### config.mk
export PLATFORM = sky130hd
export DESIGN_NAME = nec_tx
export DESIGN_NICKNAME = d
export VERILOG_FILES = /design/src/rtl/nec_pkg.sv /design/src/rtl/ir_carrier_gen.sv /design/src/rtl/nec_tx.sv
export SDC_FILE = /design/constraint.sdc
export NUM_CORES = 1
export LEC_CHECK = 0
export ABC_AREA = 0
export CORE_AREA = 2 2 123 101
export DETAILED_ROUTE_END_ITERATION = 7
export DIE_AREA = 0 0 125 103
export GPL_ROUTABILITY_DRIVEN = 0
export PLACE_DENSITY_LB_ADDON = 0.05
export REMOVE_ABC_BUFFERS = 1
export SYNTH_ARGS = -nofsm -noshare
export SYNTH_HDL_FRONTEND = slang
export SYNTH_SLANG_ARGS = --single-unit
### constraint.sdc
create_clock -name clk -period 6.6 [get_ports clk]
set_clock_uncertainty 0.1 [all_clocks]
set_input_delay 1.32 -clock clk [delete_from_list [all_inputs] [get_ports clk]]
set_output_delay 1.32 -clock clk [all_outputs]
set_load 0.05 [all_outputs]
### src/rtl/nec_pkg.sv
// Shared definitions for the NEC IR transmitter: FSM state type and
// protocol timing expressed in NEC units.
package nec_pkg;

  typedef enum logic [2:0] {
    IDLE,
    LEAD_MARK,
    LEAD_SPACE,
    BIT_MARK,
    BIT_SPACE,
    STOP_MARK,
    GAP
  } nec_state_t;

  localparam int LEAD_MARK_UNITS  = 16;
  localparam int LEAD_SPACE_UNITS = 8;
  localparam int BIT_MARK_UNITS   = 1;
  localparam int ZERO_SPACE_UNITS = 1;
  localparam int ONE_SPACE_UNITS  = 3;
  localparam int STOP_MARK_UNITS  = 1;
  localparam int FRAME_BITS       = 32;

  function automatic logic is_mark(input nec_state_t s);
    return (s == LEAD_MARK) || (s == BIT_MARK) || (s == STOP_MARK);
  endfunction

endpackage

### src/rtl/ir_carrier_gen.sv
// IR carrier generator: phase counter restarted at every mark, so each mark
// begins with the high part of the carrier. Output is for the upcoming cycle.
module ir_carrier_gen #(
  parameter int PERIOD = 658,
  parameter int HIGH   = 219
) (
  input  logic clk,
  input  logic rst,
  input  logic restart,
  input  logic enable,
  output logic carrier
);

  localparam int CW = (PERIOD > 1) ? $clog2(PERIOD) : 1;

  logic [CW-1:0] cnt;
  logic [CW-1:0] cnt_next;

  always_comb begin
    cnt_next = cnt + CW'(1);
    if (restart || (cnt == CW'(PERIOD - 1))) begin
      cnt_next = '0;
    end
  end

  // Gated so nothing toggles outside marks; the counter holds between marks.
  assign carrier = (restart || enable) && (32'(cnt_next) < 32'(HIGH));

  always_ff @(posedge clk) begin
    if (rst) begin
      cnt <= '0;
    end else if (restart || enable) begin
      cnt <= cnt_next;
    end
  end

endmodule

### src/rtl/nec_tx.sv
// NEC infrared frame transmitter: leader, 32 pulse-distance bits LSB-first,
// stop mark and an enforced inter-frame gap, with optional carrier on marks.
module nec_tx import nec_pkg::*; #(
  parameter int UNIT_CYC       = 14063,
  parameter int CARRIER_PERIOD = 658,
  parameter int CARRIER_HIGH   = 219,
  parameter int MODULATE       = 1,
  parameter int GAP_UNITS      = 72
) (
  input  logic        clk,
  input  logic        rst,
  input  logic [31:0] cmd,
  input  logic        valid,
  output logic        ready,
  output logic        ir_output,
  output logic        done
);

  localparam int CW   = (UNIT_CYC > 1) ? $clog2(UNIT_CYC) : 1;
  localparam int MAXU = (GAP_UNITS > LEAD_MARK_UNITS) ? GAP_UNITS : LEAD_MARK_UNITS;
  localparam int UW   = $clog2(MAXU + 1);

  nec_state_t    state;
  nec_state_t    nxt;
  logic [CW-1:0] cyc;
  logic [UW-1:0] unit;
  logic [4:0]    bit_idx;
  logic [31:0]   shreg;
  logic [UW-1:0] phase_units;
  logic          accept;
  logic          unit_end;
  logic          phase_end;
  logic          next_mark;
  logic          mark_start;
  logic          carrier;

  always_comb begin
    phase_units = UW'(1);
    case (state)
      LEAD_MARK:  phase_units = UW'(LEAD_MARK_UNITS);
      LEAD_SPACE: phase_units = UW'(LEAD_SPACE_UNITS);
      BIT_MARK:   phase_units = UW'(BIT_MARK_UNITS);
      BIT_SPACE:  phase_units = shreg[0] ? UW'(ONE_SPACE_UNITS) : UW'(ZERO_SPACE_UNITS);
      STOP_MARK:  phase_units = UW'(STOP_MARK_UNITS);
      GAP:        phase_units = UW'(GAP_UNITS);
      default:    phase_units = UW'(1);
    endcase
  end

  assign accept    = ready && valid;
  assign unit_end  = (state != IDLE) && (cyc == CW'(UNIT_CYC - 1));
  assign phase_end = unit_end && (unit == phase_units - UW'(1));

  always_comb begin
    nxt = state;
    case (state)
      IDLE:       if (accept) nxt = LEAD_MARK;
      LEAD_MARK:  if (phase_end) nxt = LEAD_SPACE;
      LEAD_SPACE: if (phase_end) nxt = BIT_MARK;
      BIT_MARK:   if (phase_end) nxt = BIT_SPACE;
      BIT_SPACE:  if (phase_end) nxt = (bit_idx == 5'(FRAME_BITS - 1)) ? STOP_MARK : BIT_MARK;
      STOP_MARK:  if (phase_end) nxt = GAP;
      GAP:        if (phase_end) nxt = IDLE;
      default:    nxt = IDLE;
    endcase
  end

  // Marks never follow marks, so any entry into a mark state is a mark start.
  assign next_mark  = is_mark(nxt);
  assign mark_start = next_mark && (nxt != state);

  ir_carrier_gen #(
    .PERIOD(CARRIER_PERIOD),
    .HIGH  (CARRIER_HIGH)
  ) u_carrier (
    .clk    (clk),
    .rst    (rst),
    .restart(mark_start),
    .enable (next_mark && !mark_start),
    .carrier(carrier)
  );

  // Outputs are registered from the next-cycle state, so the first leader
  // cycle appears right after the accept edge.
  always_ff @(posedge clk) begin
    if (rst) begin
      state     <= IDLE;
      cyc       <= '0;
      unit      <= '0;
      bit_idx   <= '0;
      shreg     <= '0;
      ready     <= 1'b1;
      ir_output <= 1'b0;
      done      <= 1'b0;
    end else begin
      state     <= nxt;
      ready     <= (nxt == IDLE);
      done      <= (state == GAP) && phase_end;
      ir_output <= next_mark && ((MODULATE != 0) ? carrier : 1'b1);
      if (state == IDLE) begin
        cyc  <= '0;
        unit <= '0;
        if (accept) begin
          shreg   <= cmd;
          bit_idx <= '0;
        end
      end else begin
        if (unit_end) begin
          cyc  <= '0;
          unit <= phase_end ? '0 : unit + UW'(1);
        end else begin
          cyc <= cyc + CW'(1);
        end
        if ((state == BIT_SPACE) && phase_end) begin
          shreg   <= shreg >> 1;
          bit_idx <= bit_idx + 5'd1;
        end
      end
    end
  end

endmodule

======== After elaboration in Yosys (flattened, before gate mapping) ========
Index checks and enable logic that the tools add are counted.
word-level totals
  logic and storage cells ................. 70
  output and inout bits ................... 3
  bits of input ports ..................... 35
  flip-flop bits (word level) ............. 74
cells by class
  add/sub/neg operators ................... 5
  mux-type cells .......................... 19
  reduce and logical (&&, ||, !) cells .... 21
  $lt $le $gt $ge ......................... 1
  equality and inequality tests ........... 15
operators with widths
  kind                     count
  $mux W32                 3
  $pmux W7 S4              1
  $mux W3                  8
  $pmux W3 S7              1
  $mux W5                  3
  $add A14 B1 Y14 const B  1
  $eq A14 B14 Y1 const B   1
  $eq A3 B3 Y1 const B     4
  $add A10 B1 Y10 const B  1
  $eq A10 B10 Y1 const B   1
  $lt A10 B8 Y1 const B    1
  $mux W10                 1
  $eq A3 B2 Y1 const B     3
  $logic_and A1 B1 Y1      9
  $add A7 B1 Y7 const B    1
  $eq A7 B7 Y1             1
  $mux W7                  1
  $sub A7 B1 Y7 const B    1
  $eq A3 B1 Y1 const B     2
  $logic_not A3 Y1         2
  $add A5 B1 Y5 const B    1
  $eq A5 B5 Y1 const B     1
  $logic_or A1 B1 Y1       4
  $ne A3 B3 Y1             1
  8 further kinds          8

======== Logic depth before layout (Yosys ltp) ========
  depth in word-level cells ............... 16
  mapped depth ............................ 13
  depth with buffers taken out ............ 12

======== By module ========
A second synthesis with hierarchy kept.
second synthesis, totals
  cell total of the unflattened synthesis .. 437
  area, all modules ....................... 3,858.7 sq um
by module, submodules not included
  module          times used  area an instance (sq um)  cells an instance  seq. area each (sq um)
  nec_tx          1           3,079.2                   335                1,281.2
  ir_carrier_gen  1           779.5                     102                200.2

======== Least setup slack after synthesis ========
No wires, ideal clock.
  kind .................................... reg2reg
  start point ............................. register state[0]
  end point ............................... register u_carrier.cnt[4]
  arrival ................................. 2.841 ns
  setup time .............................. 0.117 ns
  clock period less this slack ............ 3.058 ns
  stages on the path, launching flop included .. 13
  data required time ...................... 6.383 ns
  path buffers ............................ 1
  slack ................................... 3.542 ns
  path through ............................ dfxtp_1 > clkbuf_1 > nor2_1 > nand2_1 > ha_1 > ha_1 > xnor2_1 > nor4_2 > o311ai_4 > or3_4 > and2_4 > a21o_1 > a32o_1
between the ends
  cells in the longest elaborated chain, start to end .. 14
  elaborated cells between the ends (all ways) .. 33
  those cells by class .................... add/sub: 1; eq/ne: 11; mux: 10; reduce/logical: 11
RTL lines
  element                                              RTL line                    text
  start, declared                                      nec_tx.sv:23                nec_state_t state;
  start signal, assigned                               nec_tx.sv:96                state <= nxt;
  $eq A3 B3 Y1, or another cell as far along           nec_tx.sv:39, nec_tx.sv:56
  $pmux W7 S4                                          nec_tx.sv:39                case (state)
  $sub A7 B1 Y7                                        nec_tx.sv:52                assign phase_end = unit_end && (unit == phase_units - UW'(1));
  $eq A7 B7 Y1                                         nec_tx.sv:52
  $logic_and A1 B1 Y1                                  nec_tx.sv:52
  $mux W3, or another cell as far along                nec_tx.sv:63                GAP: if (phase_end) nxt = IDLE;
  $pmux W3 S7                                          nec_tx.sv:56                case (state)
  $eq A3 B1 Y1 / $eq A3 B2 Y1 (equally long branches)  nec_pkg.sv:24               return (s == LEAD_MARK) || (s == BIT_MARK) || (s == STOP_MARK);
  $logic_or A1 B1 Y1 (2 in a row)                      nec_pkg.sv:24
  $logic_and A1 B1 Y1                                  nec_tx.sv:70                assign mark_start = next_mark && (nxt != state);
  $logic_not A1 Y1                                     nec_tx.sv:79                .enable (next_mark && !mark_start),
  $logic_and A1 B1 Y1                                  nec_tx.sv:79
  $logic_or A1 B1 Y1                                   ir_carrier_gen.sv:32        end else if (restart || enable) begin
  end signal, assigned                                 ir_carrier_gen.sv:33        cnt <= cnt_next;
  end, declared                                        ir_carrier_gen.sv:16        logic [CW-1:0] cnt;
Parallel ways exist; a longest one is shown, timed or not.
A chain may end at the register's enable or synchronous reset.

======== Worst setup path in the final report ========
  start point ............................. register state[2]
  end point ............................... register bit_idx[3]
between the ends
  cells in the longest elaborated chain, start to end .. 8
  elaborated cells between the ends (all ways) .. 16
  those cells by class .................... add/sub: 1; eq/ne: 6; mux: 2; reduce/logical: 7
RTL lines
  element                                     RTL line       text
  $eq A3 B3 Y1, or another cell as far along  nec_tx.sv:39
  $pmux W7 S4                                 nec_tx.sv:39
  $sub A7 B1 Y7                               nec_tx.sv:52
  $eq A7 B7 Y1                                nec_tx.sv:52
  $logic_and A1 B1 Y1                         nec_tx.sv:52
  $logic_and A1 B1 Y1                         nec_tx.sv:114  if ((state == BIT_SPACE) && phase_end) begin
  $reduce_bool A2 Y1 (no line)                -
  $reduce_and A2 Y1 (no line)                 -
  end signal, assigned                        nec_tx.sv:116  bit_idx <= bit_idx + 5'd1;
  end, declared                               nec_tx.sv:27   logic [4:0] bit_idx;
Parallel ways exist; a longest one is shown, timed or not.

==> impl_metrics.yaml <==
power_and_ir_drop:
  p_leak_nw: 1.789
  peakVddDrop_uv: 101.2
  p_per_area_nw_per_um2: 264.1
clock_tree:
  path_clk_slew_ps: 60
  cts_resized: 0
  htree_levels: 3
  cts_buffers: 9
  clk-insertion-delay-late_ps: 340
  cts_root_buf: "clkbuf_16"
  cts_setup_buffers: 0
  cts.hold.buffers_added: 0
  clk_path_buf_depth: 2
  cts_tree: "yes"
  cts_sinks: 74
detailed_routing:
  wl_met2_microns: 3493
  first_iter_violations: 188
  drc: 0
  drt_wl_total_microns: 8350
  num_vias: 3072
  vias_per_cell: 4.979
  highest_layer: "met4"
  wire_per_inst_microns: 13.53
  met1_length_microns: 4335
  drt-pass1-iter-count: 4
  antenna_left: 0
  wl_met3_microns: 389
placement:
  post-dp-hpwl_microns: 5570
  pre_cts_slack_ps: 2664
  io_buffers: 37
timing:
  fmax_ghz: 0.2543
  finalCriticalPeriod_ps: 3932
  slew_viol_final: 0
  finalSetupViolations: 0
  final.period_utilization: 0.5958
  finalWorstSetupSlack_ps: 2668
  final.setup.tns_ps: 0
  hold_violations: 0
  tightestPinTransition_ps: 796.0
  rsz0062_at_grt: "no"
  maxSlewHeadroom: 0.4653
synth:
  seq_area_frac_synth: 0.3928
  syn_area_per_cell_sq_um: 8.689
  ys.flop_type: "dfxtp_1"
  yosysMostFrequentCell: "nor2_1"
  synthCells: 434
  ys_async_sr_fraction: 0
  synth_area_leaders: "dfxtp_1 (39%), mux2i_1 (9.0%), nor2_1 (7.7%), a211oi_1 (6.4%), xor2_1 (3.7%)"
  synth_top_area_frac: 0.3928
  yosysWarnings: 0
  synth_top_area_cell: "dfxtp_1"
  ys_types: 51
  syn_area_sq_um: 3771
  synth.top_cells.by_count: "nor2_1 (77), dfxtp_1 (74), mux2i_1 (34)"
  ys_seq_elements: 74
  synth_edf_count: 0
setup_path:
  path_class: "flip-flop to flip-flop"
  crit_chain: "nand2b_1, nor2_1, nand2_1, ha_1, ha_1, xnor2_1, nor4_2, o311a_2, a31o_2, buf_4, nand4_1, xor2_1, nor2_1"
  cpPeakStageDelay_ps: 600
  critPathArrivalTime_ps: 4050
  critPathCaptureType: "flip-flop"
  crit_family: "simple AND/OR/NAND/NOR gates"
  cp-start-kind: "flip-flop"
  slowest_stage: "dfxtp_1"
  cp.required_ps: 6720
  path_buf_inv: 1
  crit_fanout: 47
floorplan:
  std_cell_rows: 36
  die_y_microns: 103
  start_util: 0.3196
  dieArea_sq_um: 12880
  io_pins: 38
  core_sq_um: 11800
  die_w_microns: 125
cells_and_area:
  nets: 505
  layout-area-overhead-vs-synth_pct: 22.13
  drive_gt1_frac: 0.06667
  diodes: 0
job:
  drv_cap: 0
min_path:
  worstHoldPathType: "flip-flop to flip-flop"
grt:
  grt_overflow: 0
  grt_first_pass_wirelength_microns: 13920
  grt.total_usage: 0.1343
  antenna_found_initial: 0
  grt_max_degree: 49
  grt_pass1_vias: 2831
outcome:
  status: "complete, no violations"
placed cells by master, fill, tap and decap left out, types with 8 or more instances in the layout:
| cell | Yosys | final |
|---|---|---|
| dfxtp_1 | 74 | 74 |
| ha_1 | 9 | 9 |
| mux2i_1 | 34 | 34 |
| clkbuf_16 | 0 | 9 |
| a211oi_1 | 32 | 32 |
| and3_1 | 10 | 10 |
| clkdlybuf4s50_1 | 0 | 36 |
| xor2_1 | 16 | 16 |
| nor2_1 | 77 | 77 |
| nand2_1 | 28 | 28 |
| nor3_1 | 12 | 11 |
| a21oi_1 | 15 | 15 |
| xnor2_1 | 8 | 8 |
| inv_1 | 9 | 9 |
| nand3_1 | 12 | 12 |
| o21ai_0 | 15 | 15 |
worst register-to-register path: cells and delay by family (launching register included):
| family | cells | cell delay, ps |
|---|---|---|
| xor+xnor | 2 | 300 |
| compound gates | 2 | 750 |
| flops | 1 | 600 |
| fa+ha+maj | 2 | 530 |
| buf+inv | 1 | 490 |
| simple gates | 6 | 1070 |
state kept, by name (all words and copies together) (netlist names):
signal	cells
shreg	32
cyc	14
u_carrier.cnt	10
unit	7
bit_idx	5
state	3
done	1
ir_output	1
ready	1
metal layers:
metal	up-vias	global-route usage
met5	-	0
met4	0	0.05470
met3	12	0.03892
met2	53	0.2015
met1	1396	0.1824
li1	1611	-
final timing paths:
kind,start,endpoint,slack (ps),cells past startpoint
setup reg to reg,state[2],bit_idx[3],2670,13
hold reg to reg,bit_idx[4],bit_idx[4],360,2
setup / recovery,state[2],bit_idx[3],2670,13
hold / removal,bit_idx[4],bit_idx[4],360,2
layout make-up:
cell class	instances	area, sq um
clock inverter	4	98.84
inverter	10	37.54
multi-input combinational	326	2157
sequential	74	1481
fill	1247	7196
tap	152	190.2
timing repair buffer	40	387.9
clock buffer	11	252.7
kinds of logic after synthesis:
family | count (synthesis) | share of synthesized area
flops | 74 | 0.3928
mux | 34 | 0.09025
buf+inv | 34 | 0.03649
compound gates | 85 | 0.1656
fa+ha+maj | 9 | 0.02986
simple gates | 174 | 0.2293
xor+xnor | 24 | 0.05574
report_power, final:
group          internal (mW)  total, mW  switching [mW]
Sequential             0.474      0.490          0.0167
Combinational         0.0675      0.150          0.0829
Clock                  0.388      0.576           0.187
metrics by stage:
step / std cells / cell area [sq um] / power (mW) / util / hold WS (ps)
after floorplan: 410 / 3671 / 0.6002 / - / 336.2
after global placement: 602 / 4254 / 0.6509 / 0.3605 / 346.1
after detailed placement: 602 / 4254 / 0.6520 / 0.3605 / 351.7
after CTS: 617 / 4606 / 1.234 / 0.3903 / 358.6
after global routing: 617 / 4606 / 1.274 / 0.3903 / 379.8
final: 617 / 4606 / 1.216 / 0.3903 / 356.2
Power figures use the tool's default switching activity.
